`config.mk`:
```
export PLATFORM = sky130hd
export DESIGN_NAME = mem_arbiter
export DESIGN_NICKNAME = d
export VERILOG_FILES = /design/src/rtl/mem_arbiter.sv
export SDC_FILE = /design/constraint.sdc
export NUM_CORES = 1
export LEC_CHECK = 0
export BUFFER_PORTS_ARGS = -buffer_cell sky130_fd_sc_hd__buf_2
export CORE_ASPECT_RATIO = 0.5
export CORE_MARGIN = 2
export CORE_UTILIZATION = 40
export CTS_CLUSTER_SIZE = 10
export DETAILED_ROUTE_END_ITERATION = 7
export GPL_TIMING_DRIVEN = 0
export PLACE_DENSITY_LB_ADDON = 0.1
export SYNTH_ARGS = -nofsm -noshare
export SYNTH_HDL_FRONTEND = slang
export SYNTH_SLANG_ARGS = --single-unit
```
`constraint.sdc`:
```
create_clock -name clock -period 2.45 [get_ports clock]
set_clock_uncertainty 0.1 [all_clocks]
set_input_delay 0.1225 -clock clock [delete_from_list [all_inputs] [get_ports clock]]
set_output_delay 0.1225 -clock clock [all_outputs]
set_load 0.005 [all_outputs]
```
`src/rtl/mem_arbiter.sv`:
```
// Two-port arbiter sharing one unified memory between instruction fetch (port 0)
// and load/store (port 1); one request at a time, registered response with ack pulse.
module mem_arbiter #(
  parameter logic [31:0] MEM_START  = 32'h8002_0000,
  parameter int          MEM_DEPTH  = 262144,
  parameter int          RESET_PRIO = 1
) (
  input  logic        clock,
  input  logic        reset,
  input  logic        req0,
  input  logic        req1,
  input  logic [31:0] addr0,
  input  logic [31:0] addr1,
  input  logic [31:0] wdata0,
  input  logic [31:0] wdata1,
  input  logic        rw0,
  input  logic        rw1,
  output logic        ack0,
  output logic        ack1,
  output logic [31:0] rdata0,
  output logic [31:0] rdata1,
  output logic        err0,
  output logic        err1,
  output logic [31:0] mem_address,
  output logic [31:0] mem_data_in,
  output logic        mem_rw,
  output logic        mem_enable,
  input  logic [31:0] mem_data_out
);

  typedef enum logic [1:0] {
    IDLE  = 2'd0,
    GRANT = 2'd1,
    ACK   = 2'd2
  } state_t;

  // End bound computed in 33 bits so a window touching the top of the space cannot wrap.
  localparam logic [32:0] MEM_END = {1'b0, MEM_START} + ({1'b0, 32'(MEM_DEPTH)} << 2) - 33'd1;
  localparam logic        PTR_INIT = (RESET_PRIO != 0) ? 1'b1 : 1'b0;

  function automatic logic in_range(input logic [31:0] a);
    return ({1'b0, a} >= {1'b0, MEM_START}) && ({1'b0, a} <= MEM_END);
  endfunction

  state_t      state_r;
  logic        owner_r;
  logic        ptr_r;
  logic        sel_port_s;
  logic [31:0] sel_addr_s;
  logic [31:0] sel_wdata_s;
  logic        sel_rw_s;

  // Pick the winning port and mux its request fields.
  always_comb begin
    sel_port_s = 1'b0;
    if (req0 && req1) begin
      sel_port_s = ptr_r;
    end else if (req1) begin
      sel_port_s = 1'b1;
    end else begin
      sel_port_s = 1'b0;
    end
    if (sel_port_s) begin
      sel_addr_s  = addr1;
      sel_wdata_s = wdata1;
      sel_rw_s    = rw1;
    end else begin
      sel_addr_s  = addr0;
      sel_wdata_s = wdata0;
      sel_rw_s    = rw0;
    end
  end

  // Arbitration FSM with registered memory-side and response outputs.
  always_ff @(posedge clock) begin
    if (reset) begin
      state_r     <= IDLE;
      owner_r     <= 1'b0;
      ptr_r       <= PTR_INIT;
      ack0        <= 1'b0;
      ack1        <= 1'b0;
      err0        <= 1'b0;
      err1        <= 1'b0;
      rdata0      <= 32'h0;
      rdata1      <= 32'h0;
      mem_address <= 32'h0;
      mem_data_in <= 32'h0;
      mem_rw      <= 1'b1;
      mem_enable  <= 1'b0;
    end else begin
      case (state_r)
        IDLE: begin
          ack0       <= 1'b0;
          ack1       <= 1'b0;
          err0       <= 1'b0;
          err1       <= 1'b0;
          mem_enable <= 1'b0;
          if (req0 || req1) begin
            owner_r     <= sel_port_s;
            mem_address <= sel_addr_s;
            mem_data_in <= sel_wdata_s;
            mem_rw      <= sel_rw_s;
            mem_enable  <= in_range(sel_addr_s);
            // Only a contended grant hands priority to the loser.
            if (req0 && req1) begin
              ptr_r <= ~sel_port_s;
            end
            state_r <= GRANT;
          end
        end
        GRANT: begin
          // mem_enable doubles as the registered in-range flag here.
          mem_enable <= 1'b0;
          if (owner_r) begin
            ack1 <= 1'b1;
            err1 <= ~mem_enable;
            if (!mem_enable) begin
              rdata1 <= 32'h0;
            end else if (mem_rw) begin
              rdata1 <= mem_data_out;
            end
          end else begin
            ack0 <= 1'b1;
            err0 <= ~mem_enable;
            if (!mem_enable) begin
              rdata0 <= 32'h0;
            end else if (mem_rw) begin
              rdata0 <= mem_data_out;
            end
          end
          state_r <= ACK;
        end
        ACK: begin
          ack0    <= 1'b0;
          ack1    <= 1'b0;
          err0    <= 1'b0;
          err1    <= 1'b0;
          state_r <= IDLE;
        end
        default: begin
          ack0       <= 1'b0;
          ack1       <= 1'b0;
          err0       <= 1'b0;
          err1       <= 1'b0;
          mem_enable <= 1'b0;
          state_r    <= IDLE;
        end
      endcase
    end
  end

endmodule

```
After elaboration in Yosys (flattened, before gate mapping)

Index checks and enable logic that the tools add are counted.

Equality and inequality tests: 4
Bitwise logic cells: 4
Muxes and demuxes: 11
Reductions and logical operators: 9
Order comparisons: 2

Operator list:

| operator               | number |
|---|---|
| $mux W32               | 4 |
| $ge A32 B32 Y1 const B | 1 |
| $le A32 B32 Y1 const B | 1 |
| $reduce_and A3 Y1      | 3 |
| $mux W1                | 4 |
| $ne A2 B2 Y1 const B   | 2 |
| $not A1 Y1             | 4 |
| $pmux W2 S2            | 1 |
| $eq A2 B1 Y1 const B   | 1 |
| $eq A2 B2 Y1 const B   | 1 |
| $logic_and A1 B1 Y1    | 2 |
| $logic_not A2 Y1       | 1 |
| $mux W2                | 1 |
| $pmux W1 S2            | 1 |
| $reduce_and A2 Y1      | 1 |
| $reduce_or A2 Y1       | 1 |
| $logic_or A1 B1 Y1     | 1 |

Flip-flop bits (word level): 138
Word-level logic and storage cells: 43
Output and inout bits: 134
Input bits: 166

Logic depth before layout (Yosys ltp)

Gate-level depths: netlist of the first run.

Word-level depth: 7
Mapped depth: 7
Depth with buffers taken out: 5

Worst setup path before layout of the first run

No wires, ideal clock.

Kind: register to register
Start: reg ptr_r
End: reg mem_rw
Path buffers: 2
Library setup time: 120 ps
Cell stages (with the launch flop): 8
Arrival time: 1190 ps
Period minus slack after synthesis: 1410 ps
Data required time: 2230 ps
Path slack: 1040 ps
Cells stage by stage: dfxtp_1 nand2b_1 and2_1 buf_6 buf_6 nand2_1 a21oi_1 a211o_1

Longest elaborated chain between the ends: 2

RTL lines:

| what                   | RTL line | RTL |
|---|---|---|
| from (decl)            | 47       | `logic ptr_r;` |
| from (signal assigned) | 106      | `ptr_r <= ~sel_port_s;` |
| $mux W1                | 56       | `if (req0 && req1) begin` |
| $mux W1                | 63       | `if (sel_port_s) begin` |
| to (signal assigned)   | 102      | `mem_rw <= sel_rw_s;` |
| to (decl)              | 26       | `output logic mem_rw,` |

Every way passes these cells.
A chain may end at the register's enable or synchronous reset.

Final worst setup path of the first run

Start: in req0
End: reg mem_data_in[21]

Longest elaborated chain between the ends: 3
Elaborated cells between the ends (all ways): 5
Classes of those cells: mux (2); reduce/logical (3)

RTL lines:

| what                 | RTL line | RTL |
|---|---|---|
| from (decl)          | 10       | `input logic req0,` |
| $logic_and A1 B1 Y1  | 56       |  |
| $mux W1              | 56       |  |
| $mux W32             | 63       |  |
| to (signal assigned) | 101      | `mem_data_in <= sel_wdata_s;` |
| to (decl)            | 25       | `output logic [31:0] mem_data_in,` |

Several ways; a longest one is shown, not always the timed one.

==> results.md, run 1 <==
- Setup slack on the worst reg-to-reg path comes out at 0.25 ns.
- The total overflow left after global routing is 0.
- Counting flops and latches in the post-synthesis netlist gives 138.
- The die is 175 um wide.
- STA classifies the critical path startpoint as a primary input.
- The area inside the core boundary is 0.0144 mm2.
- The number of endpoints with negative hold slack in the final report is 0.
- The final design area excluding fillers is 0.00978 mm2.
- The number of antenna violations at the first check in global routing is 0.
- In the final timing run, aggregate negative setup slack is 0 ns.
- The start-to-end type of the worst setup path is primary input to flip-flop.
- The clock tree synthesis step divided the H-tree into 4 levels.
- The worst path uses 90.0% of the clock period.
- Setup repair after global routing left no endpoint under its margin.
- At the placement stage, the worst setup path has a slack of 0.719 ns.
- The worst hold path belongs to the class primary input to flip-flop.
- The height of the die is 89.5 um.
- Counting the fill cells in the layout gives 1222.
- The number of primary I/O pins is 300.
- The sum of net half-perimeters after detailed placement is 14.0 mm.
- The number of pins exceeding their max-slew limit in the final report is 0.
- The growth of design area from synthesis to finish is 67.4%.
- The die covers 0.0157 mm2.
- The total number of clock tree sinks is 138.
- The clock edge transition at the registers on the reported setup and hold paths is 0.07 ns.
- The startpoint identified for the worst register-to-register timing path is ptr_r.
- Entering global routing, the biggest net connects 17 pins.
- The total DRC errors in the routed layout is 0.
- Counting I/O delays and the setup requirement, the final critical path takes 2.21 ns.
- The post-synthesis instance total is 705.
- After detailed placement, the total cell area comes to 0.00758 mm2.
- The number of global-route vias before repair came to 6602.
- The starting utilization of the core area is 40.7%.
- After synthesis the cells add up to 0.00584 mm2.
- The share of total power dissipated in combinational logic is 20.5%.
- At the pin with the least slew margin, the transition time is 0.727 ns.
- The congestion estimate from routability-driven global placement came to 0.826.
- Global routing consumed, over all layers together, 25.8% of the routing resources.
- Data arrives at the worst endpoint at 2.47 ns.
- The count of warnings emitted by yosys is 0.
- The power share of the clock group is 39.7%.
- The average instance in the mapped netlist occupies 8.29 um2.
- The overall via count from detail_route is 6882.
- Buffers inserted during clock tree synthesis total 17.
- The site row count is 31.
- Max-cap violations in this run came to 0.
- The relative slew slack is 51.5%.
- The analysis attributes to net switching a power of 1.77 mW.
- After detailed routing, the total wire length is 21.1 mm.
- Once the clock tree was built, the resizer swapped 0 gates to a different size.
- The master cell of the clock root buffer is sky130_fd_sc_hd__clkbuf_16.
- The post-route netlist has 33.9% of its cells at a drive strength greater than 1.
- The flow ran to the end, and the final reports show no timing, DRC or antenna violations.
- For the worst setup path, the data required time is 2.71 ns.
- The share of power burned in registers is 39.8%.
- Synthesis produced a netlist with a net count of 871.
- The length in cells of the worst reg-to-reg path is 7.
- The antenna diode instance count is 0.
- The detailed router's first-iteration violation count is 291.
- After detailed routing, the number of vias per cell comes to 4.93.
- The endpoint kind of the worst setup timing path is a flip-flop.
- Following the worst setup path forward leads to its endpoint at mem_data_in[21].
- The analysis attributes to cell leakage a power of 4.50 nW.
- The endpoint of the worst-slack reg-to-reg timing path is mem_data_in[21].
- The largest voltage drop on the vdd net is 479 uV.
- The count of buffers added on input and output ports is 298.
- In this run the worst path has a maximum fanout of 10.
- The total internal power is 4.38 mW.
- The switching share of power is 28.8%.
- The global-route wire length before repair is 32.1 mm.
- The post-synthesis cell type count is 32.
- Timing would allow up to 453 MHz.
- The later pin in the worst-skew pair is clocked with a latency of 0.40 ns.
- In this run the worst setup path begins at req0.
- Total power for the finished layout comes to 6.15 mW.
- TritonCTS built the clock tree.
- The clock passes through at most 2 buffers.
- The worst setup margin is 0.245 ns.
- Setup violations remaining at the end of the flow were counted as 0.
- For this run, the detailed router's first-pass iteration total came to 4.
- The final routed wire length divided by cell count is 15.1 um.
- For this design the ratio of total power to cell area is 629 mW/mm2.
- In the final design database the tool counted 1352 nets.
- The share of the Yosys chip area taken by registers is 47.3%.
- In this run the remaining antenna-violating nets after routing total 0.
## cells in the final DEF (no fill, tap or decap), types with 2 or more instances in the layout
| master | n |
|---|---|
| sky130_fd_sc_hd__and2_1 | 2 |
| sky130_fd_sc_hd__clkinvlp_4 | 4 |
| sky130_fd_sc_hd__clkinv_4 | 2 |
| sky130_fd_sc_hd__o21ai_0 | 2 |
| sky130_fd_sc_hd__nand4_1 | 2 |
| sky130_fd_sc_hd__a311oi_1 | 33 |
| sky130_fd_sc_hd__nor2_1 | 73 |
| sky130_fd_sc_hd__clkbuf_16 | 17 |
| sky130_fd_sc_hd__nand2_1 | 196 |
| sky130_fd_sc_hd__inv_1 | 4 |
| sky130_fd_sc_hd__buf_2 | 316 |
| sky130_fd_sc_hd__a311oi_2 | 30 |
| sky130_fd_sc_hd__nand2b_1 | 4 |
| sky130_fd_sc_hd__buf_6 | 16 |
| sky130_fd_sc_hd__xor2_1 | 2 |
| sky130_fd_sc_hd__clkbuf_1 | 25 |
| sky130_fd_sc_hd__buf_4 | 8 |
| sky130_fd_sc_hd__a21oi_1 | 68 |
| sky130_fd_sc_hd__nor3_1 | 2 |
| sky130_fd_sc_hd__nor4b_1 | 3 |
| sky130_fd_sc_hd__inv_6 | 4 |
| sky130_fd_sc_hd__nand3_1 | 65 |
| sky130_fd_sc_hd__dlygate4sd3_1 | 164 |
| sky130_fd_sc_hd__nor4_1 | 2 |
| sky130_fd_sc_hd__dfxtp_1 | 138 |
| sky130_fd_sc_hd__inv_8 | 4 |
| sky130_fd_sc_hd__a21oi_2 | 2 |
## through the flow
step / hold slack (ns) / util [%] / std cells
after floorplan: 0.181 / - / 705
after detailed placement: 0.294 / 52.8 / 1201
after global placement: 0.287 / 52.8 / 1201
after global routing: 0.0805 / 68.2 / 1397
after CTS: 0.0300 / 68.2 / 1397
final: 0.0524 / 68.2 / 1397
## cells in the mapped netlist
cell,count,area share [%]
sky130_fd_sc_hd__buf_6,16,3.1
sky130_fd_sc_hd__nand2_1,196,13
sky130_fd_sc_hd__o21ai_0,2,0.17
sky130_fd_sc_hd__nor3_2,1,0.17
sky130_fd_sc_hd__or2_2,1,0.11
sky130_fd_sc_hd__a311oi_2,30,7.7
sky130_fd_sc_hd__a211o_1,1,0.15
sky130_fd_sc_hd__buf_2,18,1.5
sky130_fd_sc_hd__nor2_2,1,0.11
sky130_fd_sc_hd__a21oi_2,2,0.30
sky130_fd_sc_hd__a22oi_1,1,0.13
sky130_fd_sc_hd__a31o_2,1,0.15
sky130_fd_sc_hd__dfxtp_1,138,47
sky130_fd_sc_hd__nand4_1,2,0.21
sky130_fd_sc_hd__a21o_1,1,0.13
sky130_fd_sc_hd__clkbuf_1,24,1.5
sky130_fd_sc_hd__nor4_1,2,0.21
sky130_fd_sc_hd__nor2b_1,1,0.11
sky130_fd_sc_hd__nand3_1,65,5.6
sky130_fd_sc_hd__nor2_1,73,4.7
sky130_fd_sc_hd__and2_1,2,0.21
sky130_fd_sc_hd__nor4b_1,3,0.45
sky130_fd_sc_hd__buf_4,8,1.0
sky130_fd_sc_hd__a311oi_1,33,4.9
sky130_fd_sc_hd__a21oi_1,68,5.8
sky130_fd_sc_hd__xor2_1,2,0.30
sky130_fd_sc_hd__xnor2_1,1,0.15
sky130_fd_sc_hd__inv_1,4,0.26
sky130_fd_sc_hd__nand2b_1,4,0.43
sky130_fd_sc_hd__mux2i_1,1,0.17
sky130_fd_sc_hd__nor3_1,2,0.17
sky130_fd_sc_hd__o21a_1,1,0.13
## area by class of cell
cell class,instances,area (um2),share of cell area (%)
Buffer,66,420,4.30
Inverter,4,15.0,0.153
Sequential cell,138,2760,28.2
Clock inverter,14,128,1.30
Clock buffer,18,429,4.39
Timing Repair Buffer,462,3130,32.0
Tap cell,198,248,2.53
Multi-Input combinational cell,497,2650,27.1
## how the worst min path moves through the flow
stage	startpoint	endpoint	slack, ns	depth (start not counted)
floorplan	addr1[24]	mem_address[24]	0.18	2
finish	addr1[30]	mem_address[30]	0.05	4
global route	addr1[30]	mem_address[30]	0.08	4
CTS	addr1[30]	mem_address[30]	0.03	4
detailed placement	wdata1[23]	mem_data_in[23]	0.29	3
global placement	wdata1[31]	mem_data_in[31]	0.29	3
## critical path, cell delays in order
cell and delay, ns:
sky130_fd_sc_hd__dlygate4sd3_1 0.54, sky130_fd_sc_hd__buf_2 0.14, sky130_fd_sc_hd__nand2b_1 0.08, sky130_fd_sc_hd__nand2_1 0.11, sky130_fd_sc_hd__buf_4 0.21, sky130_fd_sc_hd__buf_2 0.25
sky130_fd_sc_hd__nand2_1 0.10, sky130_fd_sc_hd__a311oi_1 0.32, sky130_fd_sc_hd__dlygate4sd3_1 0.59
## routing by layer
| metal | part of all wire [%] | GRT usage (%) | wire (um) |
|---|---|---|---|
| met5 | 0 | 0 | 0 |
| met4 | 2.2 | 9.55 | 459 |
| met3 | 5.8 | 5.78 | 1230 |
| met2 | 50 | 46.4 | 10500 |
| met1 | 42 | 31.1 | 8930 |
## power groups by stage
stage	Clock [mW]	Sequential [mW]	Combinational, mW
6_report	2.45	2.45	1.26
2_1_floorplan	0	2.50	0.522
3_3_place_gp	0	2.49	0.941
3_5_place_dp	0	2.49	0.953
5_1_grt	2.58	2.46	1.38
4_1_cts	2.48	2.44	1.24
## cell families (layout without fill, tap and decap cells)
kind of cell              Yosys count  count (layout)  synth area share [%]
and+or+nand+nor                   353             353                  25.0
AOI/OAI and AO/OA                 140             140                  19.6
DFF                               138             138                  47.3
buffers and inverters              70             564                  7.45
xor gates and xnor gates            3               3                 0.450
muxes                               1               1                 0.171
## sequential cells by signal, summed over array words and instances (netlist names), 2 cells and up
| signal | flops |
|---|---|
| mem_address | 32 |
| mem_data_in | 32 |
| rdata0 | 32 |
| rdata1 | 32 |
| state_r | 2 |
## what timing repair did
action / CTS / global route
hold buffers: 164 / 0
buffers inserted: 0 / 0
hold endpoints to repair: 132 / 0
Note: power is estimated with default switching activity, not from simulation.
==> run 2, diff against run 1 <==
Settings changed: CORE_UTILIZATION 40 to 49, CTS_CLUSTER_SIZE 10 to 12.
==> results.md, run 2 (synthesis results as in run 1) <==
- The number of nets at the end of the flow is 1352.
- After detailed placement, the total cell area comes to 0.00754 mm2.
- The final routed wire length divided by cell count is 17.1 um.
- The library cell used most frequently in the layout, excluding fill and tap cells, is sky130_fd_sc_hd__buf_2.
- The total setup violations reported at the end of the flow is 0.
- The path category of the worst min-delay check is primary input to flip-flop.
- Once the floorplan was initialized, standard cells occupied 49.8% of the core.
- The standby leakage power is 4.51 nW.
- In this run, the number of DRC markers left after iteration 0 of detailed routing was 469.
- The die is 158 um wide.
- The run finished with clean final reports.
- The area inside the core boundary is 0.0117 mm2.
- The number of buffers added by the clock tree synthesis step is 17.
- The cell total after placement is 1168.
- The post-route clock period utilization is 91.7%.
- The source-to-sink clock delay at the later pin of the worst-skew pair is 0.41 ns.
- The final critical-path required period is 2.25 ns.
- The master cell of the clock root buffer is sky130_fd_sc_hd__clkbuf_16.
- The CTS tree is yes.
- The total number of clock tree sinks is 138.
- The worst register-to-register path has a depth of 6.
- The start-to-end type of the worst setup path is flip-flop to flip-flop.
- The count of maximum capacitance violations is 0.
- Data arrives at the worst endpoint at 2.50 ns.
- The overall power consumption is 6.24 mW.
- The number of endpoints with negative hold slack in the final report is 0.
- The power per standard cell area is 641 mW/mm2.
- At the pin with the least slew margin, the transition time is 0.686 ns.
- After detailed routing, the total wire length is 23.3 mm.
- The H-tree level count is 4.
- Entering global routing, the biggest net connects 17 pins.
- The number of pins exceeding their max-slew limit in the final report is 0.
- The worst setup path is launched from a flip-flop.
- Cells with a size suffix above 1 make up 34.0% of the layout.
- In the global route stage, overall resource usage came out at 35.4%.
- The library cells used most frequently in the layout, excluding fill and tap cells, are sky130_fd_sc_hd__buf_2 (316), sky130_fd_sc_hd__nand2_1 (196), sky130_fd_sc_hd__dlygate4sd3_1 (164), sky130_fd_sc_hd__dfxtp_1 (138), sky130_fd_sc_hd__nor2_1 (73).
- Setup repair after global routing left no endpoint under its margin.
- The number of global-route vias before repair came to 7410.
- The total DRC errors in the routed layout is 0.
- The clock edge transition at the registers on the reported setup and hold paths is 0.06 ns.
- Cells fill 83.0% of the core in the end.
- The endpoint kind of the worst setup timing path is a flip-flop.
- Post-CTS repair changed the size of 0 cells.
- At the end of routability-driven placement, the weighted congestion stood at 0.896.
- The worst hold path passes through 4 cells.
- The die area is 0.0129 mm2.
- From bottom edge to top edge, the die measures 81.2 um.
- Detailed placement ended at an HPWL of 13.5 mm.
- The antenna diode instance count is 0.
- Detailed routing inserted a total of 7425 vias.
- STA puts the critical path data required time at 2.71 ns.
- The global-route wire length before repair is 35.6 mm.
- Static timing analysis puts the maximum clock frequency at 445 MHz.
- The relative slew slack is 54.3%.
- During placement, the flow inserted port buffers numbering 298.
- The site row count is 28.
- After routing the design area is 0.00975 mm2.
- From synthesis to final layout, the design area changed by 66.8%.
- The filler cells instantiated in the layout total 717.
- For the final routed database, the setup TNS stands at 0 ns.
- Before antenna repair, the detailed router went through 5 iterations.
- For this design the top-level I/O count stands at 300.
- In this run the deepest clock path goes through 2 buffers.
- The via count normalized by instance count is 5.44.
- The final instance count without filler cells is 1364.
- The number of antenna violations at the first check in global routing is 0.
- The largest voltage drop on the vdd net is 497 uV.
- After global routing the overflow that remains totals 0.
- Once detail routing completed, the nets flagged for antenna violations numbered 0.
- The largest fanout of any net on the critical path is 10.
==> run 2: cell types whose count changed in the layout (fill, tap and decap cells not counted), sizes merged <==
cell / previous run / this run
inv: 12 / 14
clkinv: 2 / 1
clkinvlp: 4 / 3
==> run 2: path summary, 6_finish.rpt <==
kind,start,slack (ns),endpoint
setup / recovery,ptr_r,0.20,mem_data_in[8]
hold / removal,addr1[30],0.04,mem_address[30]
setup reg to reg,ptr_r,0.20,mem_data_in[8]
hold reg to reg,rdata0[12],0.35,rdata0[12]
==> run 2: layout make-up <==
class                   instances  area [um2]  share of cell area [%]
inverters                       4        15.0                   0.154
plain buffers                  66         420                    4.31
clock inverters                14         124                    1.27
repair buffers                462        3130                    32.1
well taps                     165         206                    2.12
multi-input cells             497        2650                    27.2
flip-flops and latches        138        2760                    28.3
clock buffers                  18         439                    4.51
==> run 2: report_power, final <==
group | total (mW) | switching, mW | internal, mW
logic | 1.32 | 0.652 | 0.666
registers | 2.46 | 0.0784 | 2.38
clock network | 2.47 | 1.11 | 1.36
==> run 2: layer usage <==
metal,wire length [um],track usage [%]
met1,8820,39.2
met2,11400,63.3
met3,1860,9.07
met4,1240,20.0
met5,0,0
==> run 2: critical path: stages (launching register included) <==
cell                            delay (ns)
sky130_fd_sc_hd__dfxtp_1              0.33
sky130_fd_sc_hd__nand2b_1             0.15
sky130_fd_sc_hd__nand2_1              0.10
sky130_fd_sc_hd__clkbuf_1             0.42
sky130_fd_sc_hd__nand2_1              0.16
sky130_fd_sc_hd__a311oi_1             0.33
sky130_fd_sc_hd__dlygate4sd3_1        0.59
==> run 2: per-stage QoR <==
| stage | worst slack, ns | hold slack [ns] |
|---|---|---|
| after floorplan | 1.04 | 0.181 |
| after global placement | 0.751 | 0.286 |
| after detailed placement | 0.732 | 0.295 |
| after CTS | 0.279 | 0.0272 |
| after global routing | 0.103 | 0.0506 |
| final | 0.204 | 0.0391 |
==> run 2: what timing repair did <==
item | CTS | global route
hold endpoints to repair | 132 | 0
hold buffers | 164 | 0
buffers inserted | 0 | 0
